`config.mk`:
```
export PLATFORM = sky130hd
export DESIGN_NAME = multicycle_control
export DESIGN_NICKNAME = d
export VERILOG_FILES = /design/src/rtl/multicycle_control.sv
export SDC_FILE = /design/constraint.sdc
export NUM_CORES = 1
export LEC_CHECK = 0
export BUFFER_PORTS_ARGS = -buffer_cell sky130_fd_sc_hd__buf_2
export CAP_MARGIN = 20
export CELL_PAD_IN_SITES_DETAIL_PLACEMENT = 1
export CELL_PAD_IN_SITES_GLOBAL_PLACEMENT = 2
export CORE_MARGIN = 2
export CORE_UTILIZATION = 24
export CTS_CLUSTER_DIAMETER = 30
export CTS_CLUSTER_SIZE = 12
export DETAILED_ROUTE_END_ITERATION = 10
export GPL_TIMING_DRIVEN = 0
export PLACE_DENSITY_LB_ADDON = 0.1
export SYNTH_ARGS = -nofsm -noshare
export SYNTH_HDL_FRONTEND = slang
export SYNTH_SLANG_ARGS = --single-unit
```
`constraint.sdc`:
```
create_clock -name i_clk -period 3.67 [get_ports i_clk]
set_clock_uncertainty 0.2 [all_clocks]
set_input_delay 0.734 -clock i_clk [delete_from_list [all_inputs] [get_ports i_clk]]
set_output_delay 0.734 -clock i_clk [all_outputs]
set_load 0.1 [all_outputs]
```
`src/rtl/multicycle_control.sv`:
```
// multicycle_control: sequencing FSM plus opcode/funct decode for a multicycle
// RV32I datapath. It drives all datapath selects and enables, including the
// immediate-format select for the extend unit.
//
// Optional feature: define MULTICYCLE_MEM_WAIT_EN to make FETCH, MEM_READ and
// MEM_WRITE hold until i_mem_ready. Without it i_mem_ready is ignored and
// every memory state lasts one cycle.
//
// state       | meaning
// ------------+--------------------------------------------------------------
// S_FETCH     | read instruction at PC, load IR/old PC, PC <= PC + 4
// S_DECODE    | ALUOut <= old PC + imm (branch/JAL target), dispatch on op
// S_MEM_ADR   | ALUOut <= rs1 + imm (load/store address)
// S_MEM_READ  | read data memory at ALUOut
// S_MEM_WB    | write loaded data to rd, retire
// S_MEM_WRITE | write rs2 to memory at ALUOut, retire
// S_EXEC_R    | ALUOut <= rs1 op rs2
// S_EXEC_I    | ALUOut <= rs1 op imm
// S_EXEC_U    | ALUOut <= imm (LUI) or old PC + imm (AUIPC)
// S_ALU_WB    | write ALUOut to rd, retire
// S_JALR      | ALUOut <= rs1 + imm (jump target)
// S_JAL_LINK  | PC <= ALUOut, ALU computes link old PC + 4
// S_BRANCH    | compare rs1/rs2, PC <= ALUOut when taken, retire
// S_ILLEGAL   | flag undecodable instruction, no writes

module multicycle_control (
    input  logic       i_clk,
    input  logic       i_reset,
    input  logic [6:0] i_op,
    input  logic [2:0] i_funct3,
    input  logic       i_funct7b5,
    input  logic       i_zero,
    input  logic       i_mem_ready,
    output logic       o_mem_req,
    output logic       o_mem_write,
    output logic       o_adr_src,
    output logic       o_ir_write,
    output logic       o_pc_write,
    output logic       o_reg_write,
    output logic [1:0] o_result_src,
    output logic [1:0] o_alu_src_a,
    output logic [1:0] o_alu_src_b,
    output logic [2:0] o_imm_src,
    output logic [3:0] o_alu_control,
    output logic       o_instr_retire,
    output logic       o_illegal_instr
);

    localparam logic [6:0] OP_LOAD   = 7'b0000011;
    localparam logic [6:0] OP_STORE  = 7'b0100011;
    localparam logic [6:0] OP_R      = 7'b0110011;
    localparam logic [6:0] OP_IMM    = 7'b0010011;
    localparam logic [6:0] OP_BRANCH = 7'b1100011;
    localparam logic [6:0] OP_JAL    = 7'b1101111;
    localparam logic [6:0] OP_JALR   = 7'b1100111;
    localparam logic [6:0] OP_LUI    = 7'b0110111;
    localparam logic [6:0] OP_AUIPC  = 7'b0010111;
    localparam logic [6:0] OP_FENCE  = 7'b0001111;

    localparam logic [3:0] ALU_ADD  = 4'b0000;
    localparam logic [3:0] ALU_SUB  = 4'b0001;
    localparam logic [3:0] ALU_AND  = 4'b0010;
    localparam logic [3:0] ALU_OR   = 4'b0011;
    localparam logic [3:0] ALU_XOR  = 4'b0100;
    localparam logic [3:0] ALU_SLT  = 4'b0101;
    localparam logic [3:0] ALU_SLTU = 4'b0110;
    localparam logic [3:0] ALU_SLL  = 4'b0111;
    localparam logic [3:0] ALU_SRL  = 4'b1000;
    localparam logic [3:0] ALU_SRA  = 4'b1001;

    typedef enum logic [3:0] {
        S_FETCH,
        S_DECODE,
        S_MEM_ADR,
        S_MEM_READ,
        S_MEM_WB,
        S_MEM_WRITE,
        S_EXEC_R,
        S_EXEC_I,
        S_EXEC_U,
        S_ALU_WB,
        S_JALR,
        S_JAL_LINK,
        S_BRANCH,
        S_ILLEGAL
    } state_t;

    state_t     r_state;
    state_t     w_next;
    logic       w_ready;
    logic [3:0] w_alu_dec;
    logic [3:0] w_alu_br;

`ifdef MULTICYCLE_MEM_WAIT_EN
    assign w_ready = i_mem_ready;
`else
    // Memory always completes in one cycle; the handshake input is parked.
    logic w_unused_mem_ready;
    assign w_unused_mem_ready = i_mem_ready;
    assign w_ready            = 1'b1;
`endif

    // State register; reset restarts the sequence at FETCH.
    always_ff @(posedge i_clk) begin
        if (i_reset) begin
            r_state <= S_FETCH;
        end else begin
            r_state <= w_next;
        end
    end

    // Next-state logic.
    always_comb begin
        w_next = S_FETCH;
        case (r_state)
            S_FETCH:     w_next = w_ready ? S_DECODE : S_FETCH;
            S_DECODE: begin
                case (i_op)
                    OP_LOAD, OP_STORE: w_next = S_MEM_ADR;
                    OP_R:              w_next = S_EXEC_R;
                    OP_IMM:            w_next = S_EXEC_I;
                    OP_BRANCH:         w_next = (i_funct3[2:1] == 2'b01) ? S_ILLEGAL : S_BRANCH;
                    OP_JAL:            w_next = S_JAL_LINK;
                    OP_JALR:           w_next = S_JALR;
                    OP_LUI, OP_AUIPC:  w_next = S_EXEC_U;
                    OP_FENCE:          w_next = S_FETCH;
                    default:           w_next = S_ILLEGAL;
                endcase
            end
            S_MEM_ADR:   w_next = i_op[5] ? S_MEM_WRITE : S_MEM_READ;
            S_MEM_READ:  w_next = w_ready ? S_MEM_WB : S_MEM_READ;
            S_MEM_WB:    w_next = S_FETCH;
            S_MEM_WRITE: w_next = w_ready ? S_FETCH : S_MEM_WRITE;
            S_EXEC_R:    w_next = S_ALU_WB;
            S_EXEC_I:    w_next = S_ALU_WB;
            S_EXEC_U:    w_next = S_ALU_WB;
            S_ALU_WB:    w_next = S_FETCH;
            S_JALR:      w_next = S_JAL_LINK;
            S_JAL_LINK:  w_next = S_ALU_WB;
            S_BRANCH:    w_next = S_FETCH;
            S_ILLEGAL:   w_next = S_FETCH;
            default:     w_next = S_FETCH;
        endcase
    end

    // R/I-type ALU decode; SUB exists only for R-type, I-type ADDI ignores bit 30.
    always_comb begin
        w_alu_dec = ALU_ADD;
        case (i_funct3)
            3'b000:  w_alu_dec = ((r_state == S_EXEC_R) && i_funct7b5) ? ALU_SUB : ALU_ADD;
            3'b001:  w_alu_dec = ALU_SLL;
            3'b010:  w_alu_dec = ALU_SLT;
            3'b011:  w_alu_dec = ALU_SLTU;
            3'b100:  w_alu_dec = ALU_XOR;
            3'b101:  w_alu_dec = i_funct7b5 ? ALU_SRA : ALU_SRL;
            3'b110:  w_alu_dec = ALU_OR;
            3'b111:  w_alu_dec = ALU_AND;
            default: w_alu_dec = ALU_ADD;
        endcase
    end

    // Branch compare op: equality via SUB/zero, ordered compares via SLT/SLTU.
    always_comb begin
        w_alu_br = ALU_SUB;
        case (i_funct3[2:1])
            2'b00:   w_alu_br = ALU_SUB;
            2'b10:   w_alu_br = ALU_SLT;
            2'b11:   w_alu_br = ALU_SLTU;
            default: w_alu_br = ALU_ADD;
        endcase
    end

    // Immediate format follows the opcode in every state.
    always_comb begin
        o_imm_src = 3'b000;
        case (i_op)
            OP_LOAD, OP_IMM, OP_JALR: o_imm_src = 3'b000;
            OP_STORE:                 o_imm_src = 3'b010;
            OP_BRANCH:                o_imm_src = 3'b001;
            OP_LUI, OP_AUIPC:         o_imm_src = 3'b011;
            OP_JAL:                   o_imm_src = 3'b100;
            default:                  o_imm_src = 3'b000;
        endcase
    end

    // Per-state datapath controls; reset suppresses every side effect.
    always_comb begin
        o_mem_req       = 1'b0;
        o_mem_write     = 1'b0;
        o_adr_src       = 1'b0;
        o_ir_write      = 1'b0;
        o_pc_write      = 1'b0;
        o_reg_write     = 1'b0;
        o_result_src    = 2'b00;
        o_alu_src_a     = 2'b00;
        o_alu_src_b     = 2'b00;
        o_alu_control   = ALU_ADD;
        o_instr_retire  = 1'b0;
        o_illegal_instr = 1'b0;
        case (r_state)
            S_FETCH: begin
                o_mem_req    = 1'b1;
                o_ir_write   = w_ready;
                o_pc_write   = w_ready;
                o_alu_src_a  = 2'b00;
                o_alu_src_b  = 2'b10;
                o_result_src = 2'b10;
            end
            S_DECODE: begin
                o_alu_src_a    = 2'b01;
                o_alu_src_b    = 2'b01;
                o_instr_retire = (i_op == OP_FENCE);
            end
            S_MEM_ADR, S_JALR: begin
                o_alu_src_a = 2'b10;
                o_alu_src_b = 2'b01;
            end
            S_MEM_READ: begin
                o_mem_req = 1'b1;
                o_adr_src = 1'b1;
            end
            S_MEM_WB: begin
                o_result_src   = 2'b01;
                o_reg_write    = 1'b1;
                o_instr_retire = 1'b1;
            end
            S_MEM_WRITE: begin
                o_mem_req      = 1'b1;
                o_adr_src      = 1'b1;
                o_mem_write    = w_ready;
                o_instr_retire = w_ready;
            end
            S_EXEC_R: begin
                o_alu_src_a   = 2'b10;
                o_alu_src_b   = 2'b00;
                o_alu_control = w_alu_dec;
            end
            S_EXEC_I: begin
                o_alu_src_a   = 2'b10;
                o_alu_src_b   = 2'b01;
                o_alu_control = w_alu_dec;
            end
            S_EXEC_U: begin
                o_alu_src_a = i_op[5] ? 2'b11 : 2'b01;
                o_alu_src_b = 2'b01;
            end
            S_ALU_WB: begin
                o_result_src   = 2'b00;
                o_reg_write    = 1'b1;
                o_instr_retire = 1'b1;
            end
            S_JAL_LINK: begin
                o_alu_src_a  = 2'b01;
                o_alu_src_b  = 2'b10;
                o_result_src = 2'b00;
                o_pc_write   = 1'b1;
            end
            S_BRANCH: begin
                o_alu_src_a    = 2'b10;
                o_alu_src_b    = 2'b00;
                o_result_src   = 2'b00;
                o_alu_control  = w_alu_br;
                // bne/bge/bgeu branch on the inverted compare result
                o_pc_write     = i_zero ^ (i_funct3[2] ^ i_funct3[0]);
                o_instr_retire = 1'b1;
            end
            S_ILLEGAL: begin
                o_illegal_instr = 1'b1;
            end
            default: begin
                o_mem_req = 1'b0;
            end
        endcase
        if (i_reset) begin
            o_mem_req       = 1'b0;
            o_mem_write     = 1'b0;
            o_ir_write      = 1'b0;
            o_pc_write      = 1'b0;
            o_reg_write     = 1'b0;
            o_instr_retire  = 1'b0;
            o_illegal_instr = 1'b0;
        end
    end

endmodule

```
# --- Yosys cells after proc, flatten, opt, wreduce, memory -nomap -nowiden ---
# Cells that the tools add are included.
# W data, S select, Z words.
totals:
  ff_bits: 4
  input_bits: 15
  output_inout_bits: 21
classes:
  eq_ne: 33
  n_mux: 29
  reduce_logical: 16
  bitwise: 2
op_table:
  columns: ["op", "n"]
  rows:
  - ["$pmux W4 S8", 2]
  - ["$eq A4 B4 Y1 const B", 6]
  - ["$pmux W4 S6", 1]
  - ["$eq A7 B6 Y1 const B", 3]
  - ["$eq A7 B7 Y1 const B", 3]
  - ["$eq A4 B3 Y1 const B", 4]
  - ["$mux W1", 16]
  - ["$eq A7 B5 Y1 const B", 2]
  - ["$reduce_or A2 Y1", 7]
  - ["$eq A3 B3 Y1 const B", 4]
  - ["$pmux W3 S4", 1]
  - ["$reduce_or A5 Y1", 2]
  - ["$pmux W3 S3", 1]
  - ["$eq A4 B2 Y1 const B", 2]
  - ["$pmux W2 S2", 2]
  - ["$pmux W4 S2", 1]
  - ["$reduce_or A4 Y1", 2]
  - ["$eq A7 B2 Y1 const B", 1]
  - ["$eq A7 B4 Y1 const B", 1]
  - ["$eq A3 B2 Y1 const B", 2]
  - ["$pmux W2 S3", 1]
  - ["$eq A2 B2 Y1 const B", 2]
  - ["$eq A4 B1 Y1 const B", 1]
  - ["$logic_not A4 Y1", 1]
  - ["10 further kinds", 12]

# --- Depth between registers and ports, before layout ---
depth:
  depth_word: 5
  ltp_mapped: 6
  depth_no_buf: 5

# --- Worst setup path after synthesis ---
# No wires, ideal clock.
synth_path:
  path_type: "input to output"
  startpoint: "input i_op[4]"
  endpoint: "output o_imm_src[1]"
  t_required_ns: 2.736
  cell_stages: 4
  path_slack_ns: -3.003
  t_arrival_ns: 5.739
  cell_sequence: "buf_2 > nor2_1 > nand2_1 > a2111oi_0"
synth_between:
  elab_chain_len: 3
  elab_cells_between_ends: 7
  classes_between: "5 x eq/ne; 1 x mux; 1 x reduce/logical"
synth_lines:
  columns: ["item", "line_no", "source"]
  rows:
  - ["start: declaration", "29", "input logic [6:0] i_op,"]
  - ["$eq A7 B6 Y1 / $eq A7 B5 Y1 (equally long branches)", "176", "case (i_op)"]
  - ["$reduce_or A2 Y1", "176", null]
  - ["$pmux W3 S4 *", "176", null]
  - ["end: declaration", "43", "output logic [2:0] o_imm_src,"]
# Mark *: on every way between the ends. The rest lies on a longest branch, timed or not.

# --- Worst setup path after layout ---
layout_path:
  startpoint: "input i_op[1]"
  endpoint: "output o_instr_retire"
layout_between:
  elab_chain_len: 3
layout_lines:
  columns: ["item", "line_no", "source"]
  rows:
  - ["$eq A7 B4 Y1", "212", "o_instr_retire = (i_op == OP_FENCE);"]
  - ["$pmux W1 S2", "200", "case (r_state)"]
  - ["$mux W1", "274", "if (i_reset) begin"]
  - ["end: declaration", "45", "output logic o_instr_retire,"]
# No other way between the ends.

==> metrics.txt <==
# TYPE chip_impl_metric gauge
chip_impl_metric{name="wl_per_cell",unit="um"} 13.1
chip_impl_metric{name="drive_above_1_share",unit=""} 0.390
chip_impl_metric{name="detailed_place_hpwl",unit="mm"} 2.09
chip_impl_metric{name="postSynthAreaPerCell",unit="um^2"} 6.25
chip_impl_info{name="cts_root_buffer",value="sky130_fd_sc_hd__clkbuf_4"} 1
chip_impl_metric{name="cts.htree.levels",unit=""} 1
chip_impl_metric{name="p_sw",unit="mW"} 0.452
chip_impl_metric{name="cts_repair_resize_count",unit=""} 0
chip_impl_metric{name="largest_reg_flops",unit=""} 4
chip_impl_metric{name="fin_tns_setup",unit="ps"} 0
chip_impl_metric{name="place.gp.congestion",unit=""} 0.752
chip_impl_metric{name="cellInternalPower",unit="mW"} 0.199
chip_impl_metric{name="start_util",unit=""} 0.250
chip_impl_metric{name="slew_headroom",unit=""} 0.683
chip_impl_metric{name="antenna-diode-count",unit=""} 0
chip_impl_metric{name="globalRoute.totalOverflow",unit=""} 0
chip_impl_metric{name="max_freq",unit="MHz"} 332
chip_impl_metric{name="rr_worst_depth",unit=""} 4
chip_impl_metric{name="coreArea",unit="mm^2"} 0.00303
chip_impl_metric{name="swShare",unit=""} 0.694
chip_impl_metric{name="clock_insertion_delay_worst_skew",unit="ps"} 230
chip_impl_metric{name="grt_antenna_before_repair",unit=""} 0
chip_impl_metric{name="grtUsageTotal",unit=""} 0.154
chip_impl_metric{name="detail_route.drc_violations",unit=""} 0
chip_impl_metric{name="fillers",unit=""} 406
chip_impl_metric{name="synthesis.yosys.warnings",unit=""} 0
chip_impl_metric{name="area_delta_synth_final",unit="%"} 39.1
chip_impl_info{name="most_common_cell_after_layout_fill_and_taps_aside",value="sky130_fd_sc_hd__buf_2"} 1
chip_impl_metric{name="routed_wl",unit="mm"} 2.60
chip_impl_metric{name="floorplan.io_pins",unit=""} 36
chip_impl_metric{name="final_hold_viol_count",unit=""} 0
chip_impl_metric{name="post_synth_instance_area",unit="um^2"} 756
chip_impl_info{name="mostFrequentLayoutCells",value="sky130_fd_sc_hd__buf_2, sky130_fd_sc_hd__a21oi_1, sky130_fd_sc_hd__nor2_1"} 1
chip_impl_metric{name="maxCapViolations",unit=""} 0
chip_impl_metric{name="drv_slew",unit=""} 0
chip_impl_metric{name="r2r_setup_slack",unit="ps"} 2080
chip_impl_metric{name="clock_pin_slew_of_the_registers_on_the_worst_case_setup_and_hold_paths",unit="ps"} 30
chip_impl_info{name="reg_top3",value="r_state x4"} 1
chip_impl_metric{name="synthesized_nets",unit=""} 136
chip_impl_info{name="worst_setup_path_endpoint",value="o_instr_retire"} 1
chip_impl_metric{name="crit_buf_inv",unit=""} 3
chip_impl_metric{name="worst-path-stages",unit=""} 7
chip_impl_info{name="startpoint_type",value="input pin"} 1
chip_impl_metric{name="timing.critical_path.required",unit="ps"} 2740
chip_impl_metric{name="cpPeakStageDelay",unit="ps"} 460
chip_impl_metric{name="drt_first_pass_iters",unit=""} 4
chip_impl_info{name="min-delay-path-class",value="flip-flop to flip-flop"} 1
chip_impl_metric{name="post-route-period-util",unit=""} 0.821
chip_impl_metric{name="pwr_density",unit="mW/mm^2"} 620
chip_impl_metric{name="peakVddDrop",unit="mV"} 0.209
chip_impl_metric{name="power_frac_comb",unit=""} 0.829
chip_impl_info{name="timing.critical_path.mode_cell",value="sky130_fd_sc_hd__buf_2"} 1
chip_impl_metric{name="grt_start_max_net_pins",unit=""} 11
chip_impl_metric{name="synthDistinctLibCells",unit=""} 36
chip_impl_metric{name="grt_pass1_vias",unit=""} 949
chip_impl_metric{name="cp_data_arrival_time",unit="ps"} 2080
chip_impl_info{name="worstSetupEndpointType",value="primary output"} 1
chip_impl_info{name="largest_register",value="r_state"} 1
chip_impl_info{name="cts_tree",value="done"} 1
chip_impl_info{name="crit_path_cell_trace",value="buf_2 > nand2_1 > inv_1 > a41o_1 > a21oi_1 > nor4_2 > buf_2"} 1
chip_impl_metric{name="detail_route.vias_per_cell",unit=""} 5.04
chip_impl_metric{name="detailedRoute.firstIterationViolations",unit=""} 19
chip_impl_metric{name="finalWorstPathRequiredPeriod",unit="ps"} 3010
chip_impl_metric{name="number_of_failing_setup_endpoints_in_the_final_timing_report",unit=""} 0
chip_impl_metric{name="worst-slew-pin-transition",unit="ps"} 472
chip_impl_metric{name="synth_seq_cells",unit=""} 4
chip_impl_metric{name="postLayoutCoreUtil",unit=""} 0.347
chip_impl_metric{name="crit_fanout",unit=""} 7
chip_impl_metric{name="antenna_left",unit=""} 0
chip_impl_metric{name="design.die.area",unit="mm^2"} 0.00361
chip_impl_metric{name="synth_seq_area_share",unit=""} 0.106
chip_impl_metric{name="cts_num_sinks",unit=""} 4
chip_impl_metric{name="die-width",unit="um"} 60.1
chip_impl_info{name="setup_repair_after_global_routing_missed_its_margin",value="false"} 1
chip_impl_metric{name="portBuffers",unit=""} 30
chip_impl_metric{name="clockPowerShare",unit=""} 0.079
chip_impl_metric{name="wire_length_of_the_first_global_routing_pass",unit="mm"} 4.37
chip_impl_metric{name="total_setup_buffers_inserted_after_cts",unit=""} 0
chip_impl_metric{name="num_rows",unit=""} 20
chip_impl_info{name="slowest_cell_on_crit_path",value="sky130_fd_sc_hd__buf_2"} 1
chip_impl_info{name="timing.critical_path.from",value="i_op[1]"} 1
chip_impl_metric{name="die_y",unit="um"} 60.1
chip_impl_metric{name="syn-instance-count",unit=""} 121
chip_impl_info{name="setup.worst_path.class",value="input pin to primary output"} 1
chip_impl_info{name="critical_r2r_launch",value="r_state[0]$_SDFF_PP0_"} 1
chip_impl_metric{name="cts_hold_buf",unit=""} 0
chip_impl_metric{name="max-clock-path-buffers",unit=""} 2
chip_impl_metric{name="standby_leakage_power",unit="nW"} 0.458
chip_impl_metric{name="route.vias.total",unit=""} 998
chip_impl_metric{name="numCtsBuffers",unit=""} 3
chip_impl_info{name="outcome",value="finished, final reports clean"} 1
chip_impl_info{name="r2r_end",value="r_state[2]$_SDFF_PP0_"} 1
chip_impl_metric{name="layout.nets",unit=""} 171
chip_impl_metric{name="seq_power_share",unit=""} 0.092
chip_impl_info{name="critical-path-top-delay-family",value="buffers and inverters"} 1
[per-layer routing]
metal,wire (um),global-route usage,vias to the layer above
met5,0,0,-
met4,0,0.00952,0
met3,76,0.0303,0
met2,1210,0.259,23
met1,1310,0.212,463
li1,-,-,512
[power groups by stage]
stage | logic, mW | clock network (mW) | registers [mW]
final | 0.540 | 0.0517 | 0.0599
after detailed placement | 0.543 | 0 | 0.0608
after global placement | 0.540 | 0 | 0.0607
after global routing | 0.572 | 0.0596 | 0.0611
after floorplan | 0.462 | 0 | 0.0582
after CTS | 0.543 | 0.0560 | 0.0601
[layout make-up]
| cell class | count | area [um^2] | area share |
|---|---|---|---|
| plain buffers | 11 | 66.3 | 0.0631 |
| clock buffers | 3 | 22.5 | 0.0214 |
| inverters | 5 | 18.8 | 0.0179 |
| multi-input cells | 101 | 658 | 0.626 |
| flip-flops and latches | 4 | 80.1 | 0.0762 |
| well taps | 44 | 55.1 | 0.0524 |
| repair buffers | 30 | 150 | 0.143 |
[kinds of logic after synthesis]
group	synth area share
AOI/OAI and AO/OA	0.386
DFF	0.106
and+or+nand+nor	0.361
xor gates and xnor gates	0.0348
buffers and inverters	0.113
[cells in the mapped netlist (all sizes together)]
master,number,area [um^2]
a21oi,16,80.1
nor2,13,48.8
nor3,12,65.1
buf,11,66.3
nand2,10,37.5
o21ai,9,45.0
nor2b,6,45.0
inv,5,18.8
a31oi,4,25.0
dfxtp,4,80.1
o31ai,4,30.0
nand3,3,15.0
o211ai,3,22.5
o21a,3,22.5
a2111oi,2,18.8
and2,2,13.8
nand2b,2,12.5
nor4,2,18.8
xnor2,2,17.5
a2bb2oi,1,8.76
a41o,1,10.0
a41oi,1,8.76
nand3b,1,7.51
nor4b,1,8.76
o32a,1,11.3
o32ai,1,8.76
xor2,1,8.76
[per-stage QoR]
stage               setup slack, ps  total power [mW]  area [um^2]  hold slack (ps)  cells
floorplan                      -295             0.520          823              476    121
global placement                622             0.600         1030              567    195
detailed placement              627             0.604         1030              567    195
CTS                             618             0.660         1050              572    198
global route                    516             0.692         1050              610    198
finish                          656             0.652         1050              560    198
[worst min path at each step]
stage | to | from | depth (start not counted) | slack, ps
after global routing | r_state[3]$_SDFF_PP0_ | r_state[2]$_SDFF_PP0_ | 4 | 610
after detailed placement | r_state[3]$_SDFF_PP0_ | r_state[3]$_SDFF_PP0_ | 4 | 570
final | r_state[3]$_SDFF_PP0_ | r_state[2]$_SDFF_PP0_ | 4 | 560
after floorplan | r_state[3]$_SDFF_PP0_ | r_state[3]$_SDFF_PP0_ | 4 | 480
after CTS | r_state[3]$_SDFF_PP0_ | r_state[2]$_SDFF_PP0_ | 4 | 570
after global placement | r_state[3]$_SDFF_PP0_ | r_state[3]$_SDFF_PP0_ | 4 | 570
[worst register-to-register path: stages, from the launching register on]
cell and delay, ps:
sky130_fd_sc_hd__dfxtp_1 520, sky130_fd_sc_hd__inv_2 120, sky130_fd_sc_hd__a2111oi_1 470, sky130_fd_sc_hd__a21oi_1 80
sky130_fd_sc_hd__a21oi_1 140
Note: power is estimated with default switching activity, not from simulation.
